--- config.mk ---
export PLATFORM = sky130hd
export DESIGN_NAME = xinlv_poll_ctrl
export DESIGN_NICKNAME = d
export VERILOG_FILES = /design/src/rtl/xinlv_pkg.sv /design/src/rtl/xinlv_avg4.sv /design/src/rtl/xinlv_poll_ctrl.sv
export SDC_FILE = /design/constraint.sdc
export NUM_CORES = 1
export LEC_CHECK = 0
export CAP_MARGIN = 20
export CORE_UTILIZATION = 45
export CTS_CLUSTER_DIAMETER = 200
export DETAILED_ROUTE_END_ITERATION = 16
export HOLD_SLACK_MARGIN = 0.08
export MAX_ROUTING_LAYER = met4
export REMOVE_ABC_BUFFERS = 1
export SLEW_MARGIN = 30
export SYNTH_ARGS = -nofsm -noshare
export SYNTH_HDL_FRONTEND = slang
export SYNTH_SLANG_ARGS = --single-unit
export TNS_END_PERCENT = 30
--- constraint.sdc ---
create_clock -name clk -period 3.31 [get_ports clk]
set_input_delay 0.8275 -clock clk [delete_from_list [all_inputs] [get_ports clk]]
set_output_delay 0.8275 -clock clk [all_outputs]
set_load 0.005 [all_outputs]
--- src/rtl/xinlv_pkg.sv ---
// Shared definitions for the heart-rate sensor poll controller: FSM states,
// protocol byte defaults, accepted heart-rate range and the frame checksum.
package xinlv_pkg;

    typedef enum logic [2:0] {
        S_IDLE,
        S_TX_HDR,
        S_TX_CMD,
        S_RX_HDR,
        S_RX_HR,
        S_RX_CK,
        S_CHECK
    } state_t;

    localparam logic [7:0] REQ_HDR_DEF = 8'hFF;
    localparam logic [7:0] REQ_CMD_DEF = 8'hA1;
    localparam logic [7:0] HR_MIN_DEF  = 8'd30;
    localparam logic [7:0] HR_MAX_DEF  = 8'd220;

    function automatic logic [7:0] ck_sum(input logic [7:0] a, input logic [7:0] b);
        return a + b;
    endfunction

endpackage

--- src/rtl/xinlv_avg4.sv ---
// Four-sample moving average of accepted heart-rate samples. avg_next is the
// average that results once `sample` is pushed; unfilled slots mirror the first sample.
module xinlv_avg4 (
    input  logic       clk,
    input  logic       rst,
    input  logic       push,
    input  logic [7:0] sample,
    output logic [7:0] avg_next
);

    logic [7:0] hist_q [3];
    logic [7:0] hist_d [3];
    logic [7:0] eff    [3];
    logic [2:0] fill_q, fill_d;
    logic [9:0] sum;

    always_comb begin
        hist_d = hist_q;
        fill_d = fill_q;
        for (int unsigned i = 0; i < 3; i++) begin
            eff[i] = (fill_q == '0) ? sample : hist_q[i];
        end
        sum      = 10'(sample) + 10'(eff[0]) + 10'(eff[1]) + 10'(eff[2]);
        avg_next = sum[9:2];
        if (push) begin
            hist_d[0] = sample;
            hist_d[1] = eff[0];
            hist_d[2] = eff[1];
            if (fill_q != 3'd4) begin
                fill_d = fill_q + 3'd1;
            end
        end
    end

    always_ff @(posedge clk) begin
        if (rst) begin
            hist_q <= '{default: '0};
            fill_q <= '0;
        end else begin
            hist_q <= hist_d;
            fill_q <= fill_d;
        end
    end

endmodule

--- src/rtl/xinlv_poll_ctrl.sv ---
// Periodic request/response scheduler for the heart-rate sensor UART link.
// Define XINLV_AVG_EN to publish a 4-sample moving average instead of the raw sample.
module xinlv_poll_ctrl
    import xinlv_pkg::*;
#(
    parameter int unsigned POLL_PERIOD_CYC = 50_000_000,
    parameter int unsigned TIMEOUT_CYC     = 5_000_000,
    parameter logic [7:0]  REQ_HDR         = REQ_HDR_DEF,
    parameter logic [7:0]  REQ_CMD         = REQ_CMD_DEF,
    parameter logic [7:0]  HR_MIN          = HR_MIN_DEF,
    parameter logic [7:0]  HR_MAX          = HR_MAX_DEF
) (
    input  logic       clk,
    input  logic       rst,
    input  logic       rx_int,
    input  logic [7:0] rx_data,
    input  logic       tx_ready,
    output logic       tx_valid,
    output logic [7:0] tx_data,
    output logic [7:0] xinlv,
    output logic       xinlv_upd,
    output logic       link_ok,
    output logic [7:0] err_cnt
);

    state_t      state_q, state_d;
    logic [31:0] poll_cnt_q, poll_cnt_d;
    logic [31:0] to_cnt_q, to_cnt_d;
    logic        pending_q, pending_d;
    logic [7:0]  hr_q, hr_d;
    logic [7:0]  ck_q, ck_d;
    logic [7:0]  xinlv_q, xinlv_d;
    logic        upd_q, upd_d;
    logic        link_q, link_d;
    logic [7:0]  err_q, err_d;
    logic        tick, pass, timeout, fail;
    logic [7:0]  hr_pub;

`ifdef XINLV_AVG_EN
    logic [7:0] avg_next;

    xinlv_avg4 u_avg4 (
        .clk      (clk),
        .rst      (rst),
        .push     (state_q == S_CHECK && pass),
        .sample   (hr_q),
        .avg_next (avg_next)
    );

    assign hr_pub = avg_next;
`else
    assign hr_pub = hr_q;
`endif

    always_comb begin
        tick       = (poll_cnt_q == 32'(POLL_PERIOD_CYC - 1));
        poll_cnt_d = tick ? '0 : poll_cnt_q + 32'd1;
        timeout    = (to_cnt_q == 32'(TIMEOUT_CYC - 1));
        pass       = (ck_q == ck_sum(REQ_HDR, hr_q)) && (hr_q >= HR_MIN) && (hr_q <= HR_MAX);

        state_d   = state_q;
        pending_d = pending_q | tick;
        to_cnt_d  = to_cnt_q;
        hr_d      = hr_q;
        ck_d      = ck_q;
        xinlv_d   = xinlv_q;
        upd_d     = 1'b0;
        link_d    = link_q;
        err_d     = err_q;
        fail      = 1'b0;
        tx_valid  = 1'b0;
        tx_data   = '0;

        if (state_q inside {S_RX_HDR, S_RX_HR, S_RX_CK}) begin
            to_cnt_d = to_cnt_q + 32'd1;
        end

        case (state_q)
            S_IDLE: begin
                // a tick landing on the consuming cycle re-arms pending
                if (pending_q) begin
                    pending_d = tick;
                    state_d   = S_TX_HDR;
                end
            end
            S_TX_HDR: begin
                tx_valid = 1'b1;
                tx_data  = REQ_HDR;
                if (tx_ready) state_d = S_TX_CMD;
            end
            S_TX_CMD: begin
                tx_valid = 1'b1;
                tx_data  = REQ_CMD;
                if (tx_ready) begin
                    state_d  = S_RX_HDR;
                    to_cnt_d = '0;
                end
            end
            S_RX_HDR: begin
                if (timeout) begin
                    fail    = 1'b1;
                    state_d = S_IDLE;
                end else if (rx_int && rx_data == REQ_HDR) begin
                    state_d = S_RX_HR;
                end
            end
            S_RX_HR: begin
                if (timeout) begin
                    fail    = 1'b1;
                    state_d = S_IDLE;
                end else if (rx_int) begin
                    hr_d    = rx_data;
                    state_d = S_RX_CK;
                end
            end
            S_RX_CK: begin
                if (timeout) begin
                    fail    = 1'b1;
                    state_d = S_IDLE;
                end else if (rx_int) begin
                    ck_d    = rx_data;
                    state_d = S_CHECK;
                end
            end
            S_CHECK: begin
                state_d = S_IDLE;
                if (pass) begin
                    xinlv_d = hr_pub;
                    upd_d   = 1'b1;
                    link_d  = 1'b1;
                end else begin
                    fail = 1'b1;
                end
            end
            default: state_d = S_IDLE;
        endcase

        if (fail) begin
            link_d = 1'b0;
            if (err_q != '1) err_d = err_q + 8'd1;
        end
    end

    always_ff @(posedge clk) begin
        if (rst) begin
            state_q    <= S_IDLE;
            poll_cnt_q <= '0;
            to_cnt_q   <= '0;
            pending_q  <= 1'b0;
            hr_q       <= '0;
            ck_q       <= '0;
            xinlv_q    <= '0;
            upd_q      <= 1'b0;
            link_q     <= 1'b0;
            err_q      <= '0;
        end else begin
            state_q    <= state_d;
            poll_cnt_q <= poll_cnt_d;
            to_cnt_q   <= to_cnt_d;
            pending_q  <= pending_d;
            hr_q       <= hr_d;
            ck_q       <= ck_d;
            xinlv_q    <= xinlv_d;
            upd_q      <= upd_d;
            link_q     <= link_d;
            err_q      <= err_d;
        end
    end

    assign xinlv     = xinlv_q;
    assign xinlv_upd = upd_q;
    assign link_ok   = link_q;
    assign err_cnt   = err_q;

endmodule

==> impl_metrics.py, run 1 <==
metrics = {
    "place": {
        "place_ws_ns": 0.563,
        "place.gp.congestion": 0.817,
        "dp_hpwl_mm": 7.12,
        "portBuffers": 38,
    },
    "clock_tree": {
        "root_buffer": "clkbuf_8",
        "clk-insertion-delay-late_ns": 0.37,
        "clkTransAtPathRegs_ns": 0.09,
        "cts_tree": "done",
        "cts_hold_buf": 0,
        "h-tree-depth": 3,
        "post_cts_resized": 0,
        "cts_buffer_depth": 2,
        "post-cts-setup-buffers": 0,
        "clkSinkCount": 102,
        "cts_buffers": 9,
    },
    "cells_and_area": {
        "fillerInstances": 1001,
        "diodes": 0,
        "final_cell_mix": "nor2_1, dfxtp_1, xor2_1",
        "area_growth_pct": 13.4,
        "final_common_cell": "nor2_1",
        "nets": 605,
        "layout-drive-gt1-share_pct": 7.26,
    },
    "yosys": {
        "synth_ff_type": "dfxtp_1",
        "syn_inst": 559,
        "yosys.area.top_type": "dfxtp_1",
        "synth_edf_count": 0,
        "synth_top_area_share_pct": 42.2,
        "synth-seq-cells": 102,
        "synthTopCellsByArea": "dfxtp_1, xor2_1, nor2_1, mux2i_1, xnor2_1",
        "async_reset_ff_share_pct": 0,
        "yosysWarnings": 0,
        "yosysSeqAreaShare_pct": 42.2,
        "syn_area_um2": 4840,
        "synth_cell_type_count": 53,
        "syn_avg_cell_area_um2": 8.65,
    },
    "detailed_routing": {
        "viasPerCell": 5.26,
        "drt-wirelength-per-cell_um": 13.6,
        "drtIter0Drc": 152,
        "route.detailed.drc": 0,
        "routed_wl_mm": 9.93,
        "drtPass1Iterations": 4,
        "postRouteAntennaNets": 0,
        "vias": 3830,
    },
    "timing": {
        "hold_viol": 0,
        "post-route-period-util_pct": 84.7,
        "finalSetupTns_ns": 0,
        "fin_ws_ns": 0.506,
        "min_period_ns": 2.80,
        "relSlewSlack_pct": 57.7,
        "slew_viol_final": 0,
        "finalSetupViolCount": 0,
        "fmax_ghz": 0.357,
        "worst_pin_slew_ns": 0.631,
        "rsz0062_at_grt": "false",
        "clock_skew_ns": 0.00957,
    },
    "floorplan": {
        "dieWidth_um": 106,
        "die_area_um2": 11200,
        "initial_core_util_pct": 46.6,
        "ios": 39,
        "die_y_um": 106,
        "core_area_um2": 10400,
        "rows": 37,
    },
    "critical_path": {
        "worst_setup_path_start_kind": "register",
        "crit_buf_inv": 1,
        "cp_slowest_cell": "clkdlybuf4s50_1",
        "required_ns": 2.48,
        "path_class": "reg2out",
        "critPathMaxFanout": 13,
        "cp_top_family": "buffers and inverters",
        "cp_data_arrival_time_ns": 1.98,
        "worstPathCellList": "nand2b_1 > a21oi_1 > clkdlybuf4s50_1",
        "max_stage_delay_ns": 0.58,
        "cp-end-kind": "output port",
    },
    "global_route": {
        "grt_pass1_vias": 3641,
        "grt_pass1_wl_mm": 17.2,
        "antenna_found_initial": 0,
        "groute.usage.overall_pct": 19.5,
        "grt_max_degree": 33,
        "gr-total-overflow": 0,
    },
    "status": {
        "status": "completed",
    },
    "run": {
        "cap_violations": 0,
    },
    "power": {
        "irDropWorstVdd_mv": 0.279,
        "p_leak_uw": 0.00209,
        "power.density_nw_per_um2": 378,
    },
    "hold_path": {
        "hp-class": "reg2reg",
    },
}
==> per-layer routing <==
metal	vias up	part of all wire [%]	global-route usage, %
li1	1962	-	-
met1	1791	49	25.1
met2	66	47	30.4
met3	11	3.1	4.45
met4	0	1.5	6.15
met5	-	0	-
==> synth_stat cells (all sizes together) (2+ instances only) <==
cell       n
nor2     103
dfxtp    102
xor2      48
nand2     40
nand3     30
mux2i     25
xnor2     19
and3      17
clkbuf    16
nand4     16
buf       15
a21oi     14
nor4      12
o21ai     12
nor3      10
inv        9
or3        9
and4       6
nor2b      6
ha         5
nand2b     5
nor4b      5
mux2       4
or2        4
and2       3
nand4b     3
and3b      2
nand3b     2
o2111ai    2
o22a       2
==> kinds of logic after synthesis <==
kind of cell	Yosys count	synth area share [%]
multiplexers	29	6.11
XOR/XNOR	67	12.1
flip-flops	102	42.2
adder cells (fa/ha/maj)	5	1.29
buffers and inverters	40	4.04
AO/OA/AOI/OAI	40	5.36
AND/OR/NAND/NOR	276	28.8
==> stage by stage <==
stage | cell area, µm² | hold slack, ns | util (%) | cells | total power [µW]
2_1_floorplan | 4670 | 0.430 | - | 528 | 1300
3_3_place_gp | 5310 | 0.442 | 51.2 | 713 | 1370
3_5_place_dp | 5310 | 0.449 | 51.2 | 713 | 1370
4_1_cts | 5480 | 0.471 | 52.9 | 728 | 2100
5_1_grt | 5480 | 0.519 | 52.9 | 728 | 2160
6_report | 5480 | 0.468 | 52.9 | 728 | 2070
==> final timing paths <==
path	startpoint	endpoint	slack (ns)	cells after the start
hold reg to reg	poll_cnt_q[0]$_SDFF_PP0_	poll_cnt_q[0]$_SDFF_PP0_	0.47	1
setup / recovery	state_q[1]$_SDFFE_PP0P_	tx_data[5]	0.51	3
hold / removal	poll_cnt_q[0]$_SDFF_PP0_	poll_cnt_q[0]$_SDFF_PP0_	0.47	1
setup reg to reg	hr_pub[0]$_SDFFE_PP0P_	err_cnt[0]$_SDFFE_PP0P_	0.55	9
==> layout make-up <==
type | count | area [µm²] | share of cell area (%)
multi-input cells | 417 | 2600 | 47.4
well taps | 136 | 170 | 3.10
clock inverters | 3 | 20.0 | 0.365
repair buffers | 49 | 463 | 8.44
clock buffers | 12 | 155 | 2.83
inverters | 9 | 33.8 | 0.616
flip-flops and latches | 102 | 2040 | 37.2
==> sequential cells by signal (all words and copies together) (netlist names) <==
register and count:
err_cnt 8, ck_q 8, hr_pub 8, link_ok 1
poll_cnt_q 32, state_q 3, xinlv 8, to_cnt_q 32
xinlv_upd 1, pending_q 1
==> report_power, final <==
part           leakage [µW]  switching, µW  internal, µW  total [µW]
combinational       0.00118           52.3          50.6         103
clock             0.0000845            420           310         730
sequential         0.000822           6.97          1230        1240
No activity file was read; power rests on OpenSTA's default activity.
==> run 2, diff against run 1 <==
- PLACE_DENSITY: not set -> 0.67
- clock period: 3.31 -> 2.5 ns (I/O delays scaled with it)
==> run 2 against run 1 <==
  * Sequential cell count unchanged
  * Clock power rose by 66%
  * Sequential power rose by 32%
  * Clock skew shrank 0.0017 ns
==> impl_metrics.py, run 2 (synthesized netlist as in run 1, its figures left out) <==
metrics = {
    "detailed_routing": {
        "route.detailed.drc": 0,
        "vias": 3920,
        "drtPass1Iterations": 6,
        "postRouteAntennaNets": 0,
        "drtIter0Drc": 217,
        "routed_wl_mm": 10.2,
        "viasPerCell": 5.25,
        "drt-wirelength-per-cell_um": 13.6,
    },
    "cells_and_area": {
        "nets": 623,
        "diodes": 0,
        "fillerInstances": 961,
        "final_cell_mix": "nor2_1, dfxtp_1, xor2_1",
        "final_area_um2": 5730,
        "layout-drive-gt1-share_pct": 11.3,
        "final_core_utilization_pct": 55.2,
        "final-seq-area_um2": 2040,
        "top_regs": "poll_cnt_q (32), to_cnt_q (32)",
        "area_growth_pct": 18.4,
        "final_common_cell": "nor2_1",
        "multi_input_area_um2": 2630,
    },
    "clock_tree": {
        "cts_buffer_depth": 2,
        "clkSinkCount": 102,
        "cts_buffers": 9,
        "clkTransAtPathRegs_ns": 0.09,
        "h-tree-depth": 3,
        "post-cts-setup-buffers": 0,
        "cts_hold_buf": 0,
        "root_buffer": "clkbuf_8",
        "clk-insertion-delay-late_ns": 0.36,
        "cts_tree": "done",
    },
    "global_route": {
        "grt_pass1_vias": 3666,
        "grt_max_degree": 33,
        "antenna_found_initial": 0,
        "gr-total-overflow": 0,
        "grt_pass1_wl_mm": 17.0,
        "groute.usage.overall_pct": 19.3,
    },
    "place": {
        "portBuffers": 38,
        "place.gp.congestion": 0.839,
        "dp_hpwl_mm": 7.43,
        "place_area_um2": 5460,
        "place_ws_ns": 0.0266,
    },
    "timing": {
        "min_period_ns": 2.42,
        "post-route-period-util_pct": 97.0,
        "fmax_ghz": 0.413,
        "fin_ws_ns": 0.0760,
        "finalSetupViolCount": 0,
        "relSlewSlack_pct": 70.2,
        "hold_viol": 0,
        "clock_skew_ns": 0.00790,
        "worst_pin_slew_ns": 0.443,
        "finalSetupTns_ns": 0,
        "slew_viol_final": 0,
        "hold_ws_ns": 0.484,
        "rsz0062_at_grt": "true",
    },
    "floorplan": {
        "rows": 37,
        "core_area_um2": 10400,
        "die_y_um": 106,
        "ios": 39,
        "die_area_um2": 11200,
        "dieWidth_um": 106,
        "initial_core_util_pct": 46.6,
    },
    "power": {
        "irDropWorstVdd_mv": 0.359,
        "p_leak_uw": 0.00224,
        "power.density_nw_per_um2": 523,
    },
    "hold_path": {
        "hp-class": "reg2reg",
        "hold_start": "poll_cnt_q[0]$_SDFF_PP0_",
        "hold_end": "poll_cnt_q[0]$_SDFF_PP0_",
        "hold_depth": 1,
    },
    "critical_path": {
        "ff2ff_setup_slack_ns": 0.08,
        "required_ns": 2.75,
        "worst_setup_path_start_kind": "register",
        "cp-end-kind": "register",
        "path_class": "reg2reg",
        "rr_endpoint": "err_cnt[0]$_SDFFE_PP0P_",
        "cp_data_arrival_time_ns": 2.67,
        "r2r_cells": 8,
        "worstReg2RegStart": "hr_pub[2]$_SDFFE_PP0P_",
        "critPathMaxFanout": 12,
    },
    "run": {
        "cap_violations": 0,
    },
    "status": {
        "status": "completed",
    },
}
==> run 2: cell types whose count changed in the layout (fill, tap and decap cells not counted), moves of 2 or more <==
cell / change
bufinv_16: +3
dfxtp_2: +2
dfxtp_1: -2
clkinvlp_4: -2
buf_4: +17
==> run 2: power breakdown <==
| group | switching, µW | internal, µW | leakage, µW |
|---|---|---|---|
| combinational | 72.6 | 74.0 | 0.00130 |
| sequential | 8.80 | 1630 | 0.000823 |
| clock | 522 | 686 | 0.000119 |
| total | 604 | 2390 | 0.00224 |
==> run 2: final cells by class <==
type                       count  share of cell area [%]
timing repair buffer          67                    10.7
clock inverter                 4                    1.66
multi-input combinational    417                    45.9
clock buffer                  11                    2.47
inverter                       9                   0.590
sequential                   102                    35.7
tap                          136                    2.97
==> run 2: worst max path at each step <==
| stage | start | to | depth (start not counted) |
|---|---|---|---|
| 4_1_cts | state_q[0]$_SDFFE_PP0P_ | tx_valid | 4 |
| 3_5_place_dp | rx_data[5] | state_q[0]$_SDFFE_PP0P_ | 7 |
| 6_report | hr_pub[2]$_SDFFE_PP0P_ | err_cnt[0]$_SDFFE_PP0P_ | 8 |
| 3_3_place_gp | rx_data[6] | state_q[0]$_SDFFE_PP0P_ | 7 |
| 5_1_grt | hr_pub[0]$_SDFFE_PP0P_ | err_cnt[0]$_SDFFE_PP0P_ | 10 |
| 2_1_floorplan | hr_pub[0]$_SDFFE_PP0P_ | err_cnt[0]$_SDFFE_PP0P_ | 9 |
==> run 2: metrics by stage <==
step / instances / power (µW)
2_1_floorplan: 528 / 1720
3_3_place_gp: 731 / 1820
3_5_place_dp: 731 / 1820
4_1_cts: 746 / 3030
5_1_grt: 746 / 3110
6_report: 746 / 2990
==> run 2: layer usage <==
layer	vias to the layer above	wire length (µm)	GRT usage, %
li1	2001	-	-
met5	-	0	-
met1	1848	4970	25.0
met3	10	296	4.33
met4	0	120	5.36
met2	61	4790	30.3
==> run 2: worst max-delay path, stage by stage, from the launching register on <==
cell and delay [ns]:
dfxtp_1 0.32, or3_4 0.39, or3_1 0.36, and3b_1 0.20, o2111ai_2 0.20, a21oi_2 0.08
buf_4 0.17, nor2b_1 0.23, mux2_2 0.36
==> run 2: timing repair <==
action,in CTS,in global routing
pin swaps,1,0
endpoints found under the hold margin,0,0
setup endpoints to repair,9,11
resized for setup,4,7
cloned,0,0
